### src/rtl/xor_cipher_pkg.sv
`default_nettype none
// ============================================================================
// Module  : xor_cipher_pkg
// Brief   : Shared types and constants for the XOR block cipher engine.
//           Holds the FSM state encoding, the CPU's legacy key and the
//           encrypt/decrypt mode encodings.
// Revision: 1.0 - initial release
// ============================================================================
package xor_cipher_pkg;

  // Engine sequencing states
  typedef enum logic [1:0] {
    IDLE = 2'd0,
    RD   = 2'd1,
    WR   = 2'd2,
    DONE = 2'd3
  } state_t;

  // Legacy key used by the original fixed-key CPU instructions
  localparam logic [18:0] DEFAULT_KEY = 19'h1999F;

  // Mode encodings (only meaningful when chaining is built)
  localparam logic MODE_ENC = 1'b0;
  localparam logic MODE_DEC = 1'b1;

endpackage : xor_cipher_pkg
`default_nettype wire

### src/rtl/xor_cipher_xform.sv
`default_nettype none
// ============================================================================
// Module  : xor_cipher_xform
// Brief   : Combinational per-word transform. Produces the output word and
//           the next chain value from the read data, key, current chain and
//           mode. Chained (CBC-style) behaviour is built only when the macro
//           XOR_CHAIN_EN is defined; otherwise out = d ^ key.
// Revision: 1.0 - initial release
// ============================================================================
module xor_cipher_xform
  import xor_cipher_pkg::*;
#(
  parameter int DATA_W = 19
) (
  input  logic [DATA_W-1:0] d,
  input  logic [DATA_W-1:0] key,
  input  logic [DATA_W-1:0] chain,
  input  logic              mode,
  output logic [DATA_W-1:0] out,
  output logic [DATA_W-1:0] next_chain
);

`ifdef XOR_CHAIN_EN
  // Chained transform: encrypt feeds the ciphertext forward, decrypt feeds
  // the incoming ciphertext forward, so both directions invert each other.
  always_comb begin
    out        = d ^ key ^ chain;
    next_chain = (mode == MODE_DEC) ? d : (d ^ key ^ chain);
  end
`else
  // Plain transform: chain and mode have no effect.
  always_comb begin
    out        = d ^ key;
    next_chain = '0;
  end

  logic unused_xform_inputs;
  assign unused_xform_inputs = ^{chain, mode};
`endif

endmodule : xor_cipher_xform
`default_nettype wire

### src/rtl/xor_block_cipher.sv
`default_nettype none
// ============================================================================
// Module  : xor_block_cipher
// Brief   : Multi-cycle memory-to-memory XOR cipher engine. On a start pulse
//           it walks LEN words from src to dst, one read then one write per
//           word, through a synchronous data-memory port. Optional chained
//           mode is built when the macro XOR_CHAIN_EN is defined.
// Revision: 1.0 - initial release
// ============================================================================
module xor_block_cipher
  import xor_cipher_pkg::*;
#(
  parameter int DATA_W = 19,
  parameter int ADDR_W = 19,
  parameter int LEN_W  = 8
) (
  input  logic              clk,
  input  logic              rst,
  input  logic              start,
  input  logic              mode,
  input  logic [ADDR_W-1:0] src_addr,
  input  logic [ADDR_W-1:0] dst_addr,
  input  logic [LEN_W-1:0]  len,
  input  logic [DATA_W-1:0] key,
  input  logic [DATA_W-1:0] iv,
  output logic              busy,
  output logic              done,
  output logic              mem_rd_en,
  output logic [ADDR_W-1:0] mem_rd_addr,
  input  logic [DATA_W-1:0] mem_rd_data,
  output logic              mem_wr_en,
  output logic [ADDR_W-1:0] mem_wr_addr,
  output logic [DATA_W-1:0] mem_wr_data
);

  state_t              state_q, state_d;
  logic [ADDR_W-1:0]   src_q, src_d;
  logic [ADDR_W-1:0]   dst_q, dst_d;
  logic [LEN_W-1:0]    len_q, len_d;
  logic [LEN_W-1:0]    idx_q, idx_d;
  logic [DATA_W-1:0]   key_q, key_d;
  logic [DATA_W-1:0]   chain_cur;
  logic                mode_cur;
  logic [DATA_W-1:0]   xf_out;
  logic [DATA_W-1:0]   xf_next_chain;
  logic [ADDR_W-1:0]   idx_ext;

  assign idx_ext = ADDR_W'(idx_q);

`ifdef XOR_CHAIN_EN
  logic [DATA_W-1:0] chain_q, chain_d;
  logic              mode_q, mode_d;

  assign chain_cur = chain_q;
  assign mode_cur  = mode_q;

  // Chain register and latched mode; chain seeds from iv at launch
  always_ff @(posedge clk or negedge rst) begin
    if (!rst) begin
      chain_q <= '0;
      mode_q  <= MODE_ENC;
    end else begin
      chain_q <= chain_d;
      mode_q  <= mode_d;
    end
  end

  // Chain next value: load at launch, advance after every written word
  always_comb begin
    chain_d = chain_q;
    mode_d  = mode_q;
    if (state_q == IDLE && start && len != '0) begin
      chain_d = iv;
      mode_d  = mode;
    end else if (state_q == WR) begin
      chain_d = xf_next_chain;
    end
  end
`else
  assign chain_cur = '0;
  assign mode_cur  = MODE_ENC;

  logic unused_chain_inputs;
  assign unused_chain_inputs = ^{iv, mode, xf_next_chain};
`endif

  xor_cipher_xform #(
    .DATA_W (DATA_W)
  ) u_xform (
    .d          (mem_rd_data),
    .key        (key_q),
    .chain      (chain_cur),
    .mode       (mode_cur),
    .out        (xf_out),
    .next_chain (xf_next_chain)
  );

  // State and launch-parameter registers
  always_ff @(posedge clk or negedge rst) begin
    if (!rst) begin
      state_q <= IDLE;
      src_q   <= '0;
      dst_q   <= '0;
      len_q   <= '0;
      idx_q   <= '0;
      key_q   <= '0;
    end else begin
      state_q <= state_d;
      src_q   <= src_d;
      dst_q   <= dst_d;
      len_q   <= len_d;
      idx_q   <= idx_d;
      key_q   <= key_d;
    end
  end

  // Next-state logic: launch in IDLE, alternate RD/WR per word, then DONE
  always_comb begin
    state_d = state_q;
    src_d   = src_q;
    dst_d   = dst_q;
    len_d   = len_q;
    idx_d   = idx_q;
    key_d   = key_q;
    case (state_q)
      IDLE: begin
        if (start) begin
          if (len != '0) begin
            src_d   = src_addr;
            dst_d   = dst_addr;
            len_d   = len;
            key_d   = key;
            idx_d   = '0;
            state_d = RD;
          end else begin
            state_d = DONE;
          end
        end
      end
      RD:   state_d = WR;
      WR: begin
        if (idx_q == len_q - LEN_W'(1)) begin
          state_d = DONE;
        end else begin
          idx_d   = idx_q + LEN_W'(1);
          state_d = RD;
        end
      end
      DONE:    state_d = IDLE;
      default: state_d = IDLE;
    endcase
  end

  // Outputs decoded from registered state only; idle values are all zero
  always_comb begin
    busy        = 1'b0;
    done        = 1'b0;
    mem_rd_en   = 1'b0;
    mem_rd_addr = '0;
    mem_wr_en   = 1'b0;
    mem_wr_addr = '0;
    mem_wr_data = '0;
    case (state_q)
      RD: begin
        busy        = 1'b1;
        mem_rd_en   = 1'b1;
        mem_rd_addr = src_q + idx_ext;
      end
      WR: begin
        busy        = 1'b1;
        mem_wr_en   = 1'b1;
        mem_wr_addr = dst_q + idx_ext;
        mem_wr_data = xf_out;
      end
      DONE:    done = 1'b1;
      default: ;
    endcase
  end

endmodule : xor_block_cipher
`default_nettype wire

### config.mk
export PLATFORM = sky130hd
export DESIGN_NAME = xor_block_cipher
export DESIGN_NICKNAME = d
export VERILOG_FILES = /design/src/rtl/xor_cipher_pkg.sv /design/src/rtl/xor_cipher_xform.sv /design/src/rtl/xor_block_cipher.sv
export SDC_FILE = /design/constraint.sdc
export NUM_CORES = 1
export LEC_CHECK = 0
export CELL_PAD_IN_SITES_DETAIL_PLACEMENT = 2
export CELL_PAD_IN_SITES_GLOBAL_PLACEMENT = 2
export CORE_UTILIZATION = 28
export CTS_CLUSTER_SIZE = 25
export DETAILED_ROUTE_END_ITERATION = 7
export GPL_ROUTABILITY_DRIVEN = 0
export GPL_TIMING_DRIVEN = 0
export HOLD_SLACK_MARGIN = 0.03
export PLACE_DENSITY_LB_ADDON = 0.1
export REMOVE_ABC_BUFFERS = 1
export SETUP_SLACK_MARGIN = 0.2
export SYNTH_ARGS = -nofsm -noshare
export SYNTH_HDL_FRONTEND = slang
export SYNTH_HIERARCHICAL = 1
export SYNTH_SLANG_ARGS = --single-unit
### constraint.sdc
create_clock -name clk -period 2.8 [get_ports clk]
set_clock_uncertainty 0.05 [all_clocks]
set_input_delay 0.28 -clock clk [delete_from_list [all_inputs] [get_ports clk]]
set_output_delay 0.28 -clock clk [all_outputs]
set_load 0.01 [all_outputs]
==> results.md, run 1 <==
- Outcome: finished, violations left
- Failing checks: setup timing
- WS Path Type: reg -> out
- Core area: roughly 17000 µm²
- Routed length on met3: ~1200 µm
- Number of global-route vias before repair: 4862
- Nets: 794
- Setup violations, final: 20
- Die W: 133.0 µm
- RSZ-0062 raised after global routing: true
- Met2 WL: 8675 µm
- Routed WL: 16860 µm
- Largest net degree at the start of global routing: 57
- Max Slew Vio Count: 0
- Antenna Cells: 0
- Core Rows: 47
- Post-DP HPWL: 11160 µm
- Top sig layer: met4
- Max Buffers Root-to-Sink: 2
- Most used cell, CP: a21oi_4
- Count of final hold-check violations: 0
- Most frequent cells in the layout: 111 x clkdlybuf4s50_1, 67 x dfrtp_1, 64 x mux2_2
- GR Overflow Total: 0
- Initial Util: between 20% and 30%
- Area grow syn2layout: 60.62%
- Internal reg-to-reg setup slack: approximately 0.37 ns
- First-pass GRT wire length: between 20000 and 30000 µm
- CP Launch Type: register
- IO buf count: 147
- Delay-heaviest family, CP: adder cells
- ANT nets after route: 0
- Clock sinks: 75
- Iteration-0 DRC Markers: 69
- DRT Pass-1 Iters: 4
- Crit Path Max Fanout: 5
- DR WL/cell: 18.98 µm
- Skew-Pair Late Insertion Delay: around 0.35 ns
- Maximum vdd drop: 367.2 µV
- CP Capture Type: primary output
- Critical path's slowest cell: dfrtp_2
- CTS buffer count: 9
- Gr usage total: 19.90%
- Vias per cell: between 4 and 5
- Multi-input logic area: 3291 µm²
- Fin area: 7721 µm²
- Hold Crit Class: in -> async
- Root buffer selected by CTS: clkbuf_16
- Max stage delay on crit path: approximately 0.44 ns
- Worst R2R Path Depth: 8
- Pwr Density: 963.0 nW/µm²
- Drt drc: 0
- Yosys warning total: 6
- R2R Path Start: state_q[0]
- Worst Tran Pin Value: 0.6476 ns
- Commonest non-fill, non-tap cell in the layout: clkdlybuf4s50_1
- Die H: about 130 µm
- Post-synthesis cell area: slightly below 5000 µm²
- PnR worst setup slack: -0.2869 ns
- Reg area: 1887 µm²
- Worst path arrival time: ~2.8 ns
- Min Tclk post-route: 3.087 ns
- Initial antenna violation count: 0
- Max Cap Viol: 0
- Post-DP Area: 6614 µm²
- CTS tree: done
- Min Hold Slack: 0.3227 ns
- Setup TNS: -3.021 ns
- Total number of vias: 4355
- Clock transition at path regs: 0.06 ns
- Leak Pwr: 3.196 nW
- Worst Path Buf+Inv: 4
- CP Cell Sequence: buf_12 > ha_4 > fa_2 > a21oi_4 > o21bai_4 > a21oi_4 > buf_4 > buf_6 > nor4b_4 > xor2_1 > and2_1 > buf_2
- Max Freq: between 0.3 and 0.4 GHz
- Worst EP required: 2.47 ns
- Mapped Cells: 465
- Die area: about 18000 µm²
- FF-to-FF End: idx_q[2]
- Final worst-path cycle share: 110.2%
- Clock H-tree levels: 3
- FILL cells: 1753
- Slew HR: 56.47%
- Share of layout cells above drive strength 1: 38.02%
- # IOs: 168
- Syn avg cell area: 10.34 µm²
- Met1 WL: 6757 µm
worst register-to-register path, stage by stage, from the launching register on:
cell and delay [ns]:
dfrtp_1 0.42, inv_1 0.10, ha_2 0.21, buf_12 0.22
o211ai_1 0.15, a211oi_1 0.24, o2111ai_1 0.24, or2_4 0.34
a221o_1 0.34
through the flow:
| stage | setup WS [ns] | utilization (%) | cells | total power, W |
|---|---|---|---|---|
| 2_1_floorplan | -2.611 | - | 447 | 0.004159 |
| 3_3_place_gp | -5.583 | 38.75 | 814 | 0.005562 |
| 3_5_place_dp | -0.8165 | 39.60 | 819 | 0.005775 |
| 4_1_cts | -0.2890 | 45.11 | 877 | 0.007319 |
| 5_1_grt | -0.3864 | 46.23 | 888 | 0.008002 |
| 6_report | -0.2869 | 46.23 | 888 | 0.007435 |
where the power goes:
| part | internal [W] | total (W) | switching [W] |
|---|---|---|---|
| Combinational | 0.00225 | 0.00418 | 0.00193 |
| Clock | 0.000592 | 0.00106 | 0.000472 |
| Sequential | 0.00161 | 0.00219 | 0.000580 |
per-layer routing:
layer / track usage, % / vias up
met5: 0 / -
met4: 6.194 / 0
met3: 6.743 / 18
met2: 34.99 / 121
met1: 22.56 / 2163
li1: - / 2053
sequential cells by signal, summed over array words and instances (netlist names):
register,cells
dst_q,19
key_q,19
src_q,19
idx_q,8
len_q,8
state_q,2
cell type report:
class / instances / area share (%)
well taps: 220 / 3.565
multi-input cells: 362 / 42.62
repair buffers: 203 / 25.39
clock inverters: 6 / 0.4213
flip-flops and latches: 75 / 24.44
inverters: 12 / 0.5996
clock buffers: 10 / 2.965
worst max-delay path by stage:
stage,start,end,slack (ns),cells past startpoint
2_1_floorplan,state_q[0],idx_q[2],-2.61,7
3_3_place_gp,start,idx_q[2],-5.58,6
3_5_place_dp,idx_q[0],mem_rd_addr[18],-0.82,9
4_1_cts,idx_q[0],mem_wr_addr[16],-0.29,11
5_1_grt,idx_q[0],mem_wr_addr[12],-0.39,12
6_report,idx_q[0],mem_wr_addr[12],-0.29,12
what timing repair did:
item	CTS	global route
buffers inserted	39	11
endpoints found under the setup margin	60	55
endpoints found under the hold margin	20	0
pin swaps	38	21
gates resized for setup	205	53
cloned	2	0
hold buffers	1	0
No activity file was read; power rests on OpenSTA's default activity.
==> run 2, diff against run 1 <==
Settings changed: CAP_MARGIN from default to 0.
==> results of run 2 <==
Same layout as run 1: the final DEF is identical, and so are final timing and power.
==> run 3, diff against run 2 <==
Settings changed: PLACE_DENSITY_LB_ADDON 0.1 to 0.2.
==> run 3 against run 2 <==
Effect of this change:
- the run still ends with setup timing left
- count of clock-buffer cells in the layout decreased by 1
- critical path type unchanged
- critical path depth decreased by 2
- worst setup slack improved by 0.13 ns
- first-iteration DRC count decreased by 1.4%
- total power increased by 2.7%
- global-route usage decreased by 0.95 points
- via count decreased by 0.83%
- flip-flop and latch count unchanged
- combinational power decreased by 1%
- design area increased by 0.60%
- register-to-register slack got worse by 0.02 ns
==> results.md, run 3 (synthesis results as in run 1) <==
- Max Buffers Root-to-Sink: 2
- GR Overflow Total: 0
- # IOs: 168
- Non-filler cells, final: 880
- Worst EP required: 2.47 ns
- RSZ-0062 raised after global routing: true
- Leak Pwr: 3.214 nW
- Reg area: 1887 µm²
- DR WL/cell: 18.80 µm
- ANT nets after route: 0
- Routed WL: 16540 µm
- Clock H-tree levels: 3
- Max Freq: roughly 0.34 GHz
- Gr usage total: 18.95%
- Largest net degree at the start of global routing: 58
- DRT Pass-1 Iters: 4
- Post-DP HPWL: 10920 µm
- Nets: 786
- CTS buffer count: 9
- Setup TNS: -1.908 ns
- Final worst-path cycle share: 105.5%
- Clock sinks: between 70 and 80
- Commonest non-fill, non-tap cell in the layout: clkdlybuf4s50_1
- Fin area: between 7000 and 8000 µm²
- Max Slew Vio Count: 0
- Share of layout cells above drive strength 1: 37.58%
- Setup violations, final: 18
- Critical path's slowest cell: dfrtp_2
- Most used cell, CP: a21oi_4
- Number of global-route vias before repair: 4948
- Crit Path Max Fanout: 5
- First-pass GRT wire length: 26140 µm
- Antenna Cells: 0
- Most frequent cells in the layout: 112 x clkdlybuf4s50_1, 67 x dfrtp_1, 64 x mux2_2
- Largest registers: dst_q (19), key_q (19), src_q (19)
- Total number of vias: 4319
- Worst Tran Pin Value: between 0.4 and 0.5 ns
- Core area: around 17000 µm²
- Initial Util: between 20% and 30%
- Die H: 133.0 µm
- Failing checks: setup timing
- Delay-heaviest family, CP: adder cells
- CP Capture Type: primary output
- Core Rows: 47
- Count of final hold-check violations: 0
- Clock transition at path regs: around 0.06 ns
- Pre-CTS WS: -0.7735 ns
- Worst Path Buf+Inv: 2
- Maximum vdd drop: 349.3 µV
- FILL cells: 1681
- Placed cells: 819
- CP Launch Type: register
- Post-DP Area: 6606 µm²
- Drt drc: 0
- Die W: 133.0 µm
- Area grow syn2layout: 61.58%
- Initial antenna violation count: 0
- Max stage delay on crit path: ~0.47 ns
- Outcome: finished, violations left
- Hold Crit Class: in -> async
- Vias per cell: between 4 and 5
- Worst path arrival time: roughly 2.6 ns
- Root buffer selected by CTS: clkbuf_16
- Skew-Pair Late Insertion Delay: roughly 0.35 ns
- CP Cell Sequence: ha_4 > fa_2 > a21oi_4 > o21bai_4 > a21oi_4 > buf_6 > nor4_4 > xor2_1 > and2_1 > clkbuf_2
- Min Tclk post-route: 2.955 ns
- Pwr Density: 982.8 nW/µm²
- PnR worst setup slack: -0.1548 ns
- Multi-input logic area: 3368 µm²
- IO buf count: 147
- Max Cap Viol: 0
- Slew HR: 67.24%
- Iteration-0 DRC Markers: 68
- WS Path Type: reg -> out
- Total power: approximately 0.0076 W
- CTS tree: done
- Die area: 17700 µm²
-- run 3: changes by cell type in the layout (fill, tap and decap cells not counted), moves of 3 or more --
cell	delta
a21oi_2	-5
nor3_2	-3
buf_6	-6
ha_4	+3
clkinv_2	-3
-- run 3: repair_timing --
item	CTS	global route
buffers inserted	31	13
hold endpoints to repair	30	0
setup endpoints to repair	43	34
pin swaps	38	47
hold buffers	1	0
gates resized for setup	186	71
-- run 3: layout make-up --
class / count / share of cell area (%)
Clock buffer: 9 / 2.899
Clock inverter: 7 / 1.192
Timing Repair Buffer: 197 / 24.11
Inverter: 12 / 0.5960
Sequential cell: 75 / 24.29
Tap cell: 220 / 3.544
Multi-Input combinational cell: 360 / 43.36
-- run 3: worst paths after layout --
path / slack (ns) / start / cells past startpoint / to
min in group clk: 0.47 / src_q[7] / 1 / src_q[7]
max in group asynchronous: 1.71 / rst / 3 / key_q[14]
hold / removal: 0.38 / rst / 2 / src_q[14]
hold reg to reg: 0.47 / src_q[7] / 1 / src_q[7]
setup reg to reg: 0.35 / state_q[0] / 8 / idx_q[2]
setup / recovery: -0.15 / idx_q[0] / 10 / mem_wr_addr[18]
-- run 3: worst reg2reg max path, stage by stage (launching register included) --
cell	delay [ns]
dfrtp_1	0.42
inv_1	0.10
ha_2	0.20
buf_12	0.22
o211ai_1	0.14
a211oi_1	0.23
o2111ai_1	0.21
or2_1	0.38
a221o_1	0.38
-- run 3: metrics by stage --
step                hold slack (ns)  utilization, %
floorplan                  -0.06559               -
global route                 0.4013           46.51
global placement             0.4460           38.75
CTS                          0.3829           44.55
detailed placement           0.2139           39.56
finish                       0.3827           46.51
-- run 3: per-layer routing --
metal  share of wire, %  GRT usage (%)  wire length [µm]  vias up
met2                 51          33.36              8487      117
met5                  0              0                 0        -
li1                   -              -                 -     2033
met3                7.2          6.015              1187       21
met1                 40          21.71              6604     2148
met4                1.6          5.875               265        0
-- run 3: where the power goes --
part | leakage [nW] | switching [W] | internal, W
Sequential | 0.889 | 0.000596 | 0.00161
Combinational | 2.18 | 0.00190 | 0.00224
Clock | 0.147 | 0.000512 | 0.000778
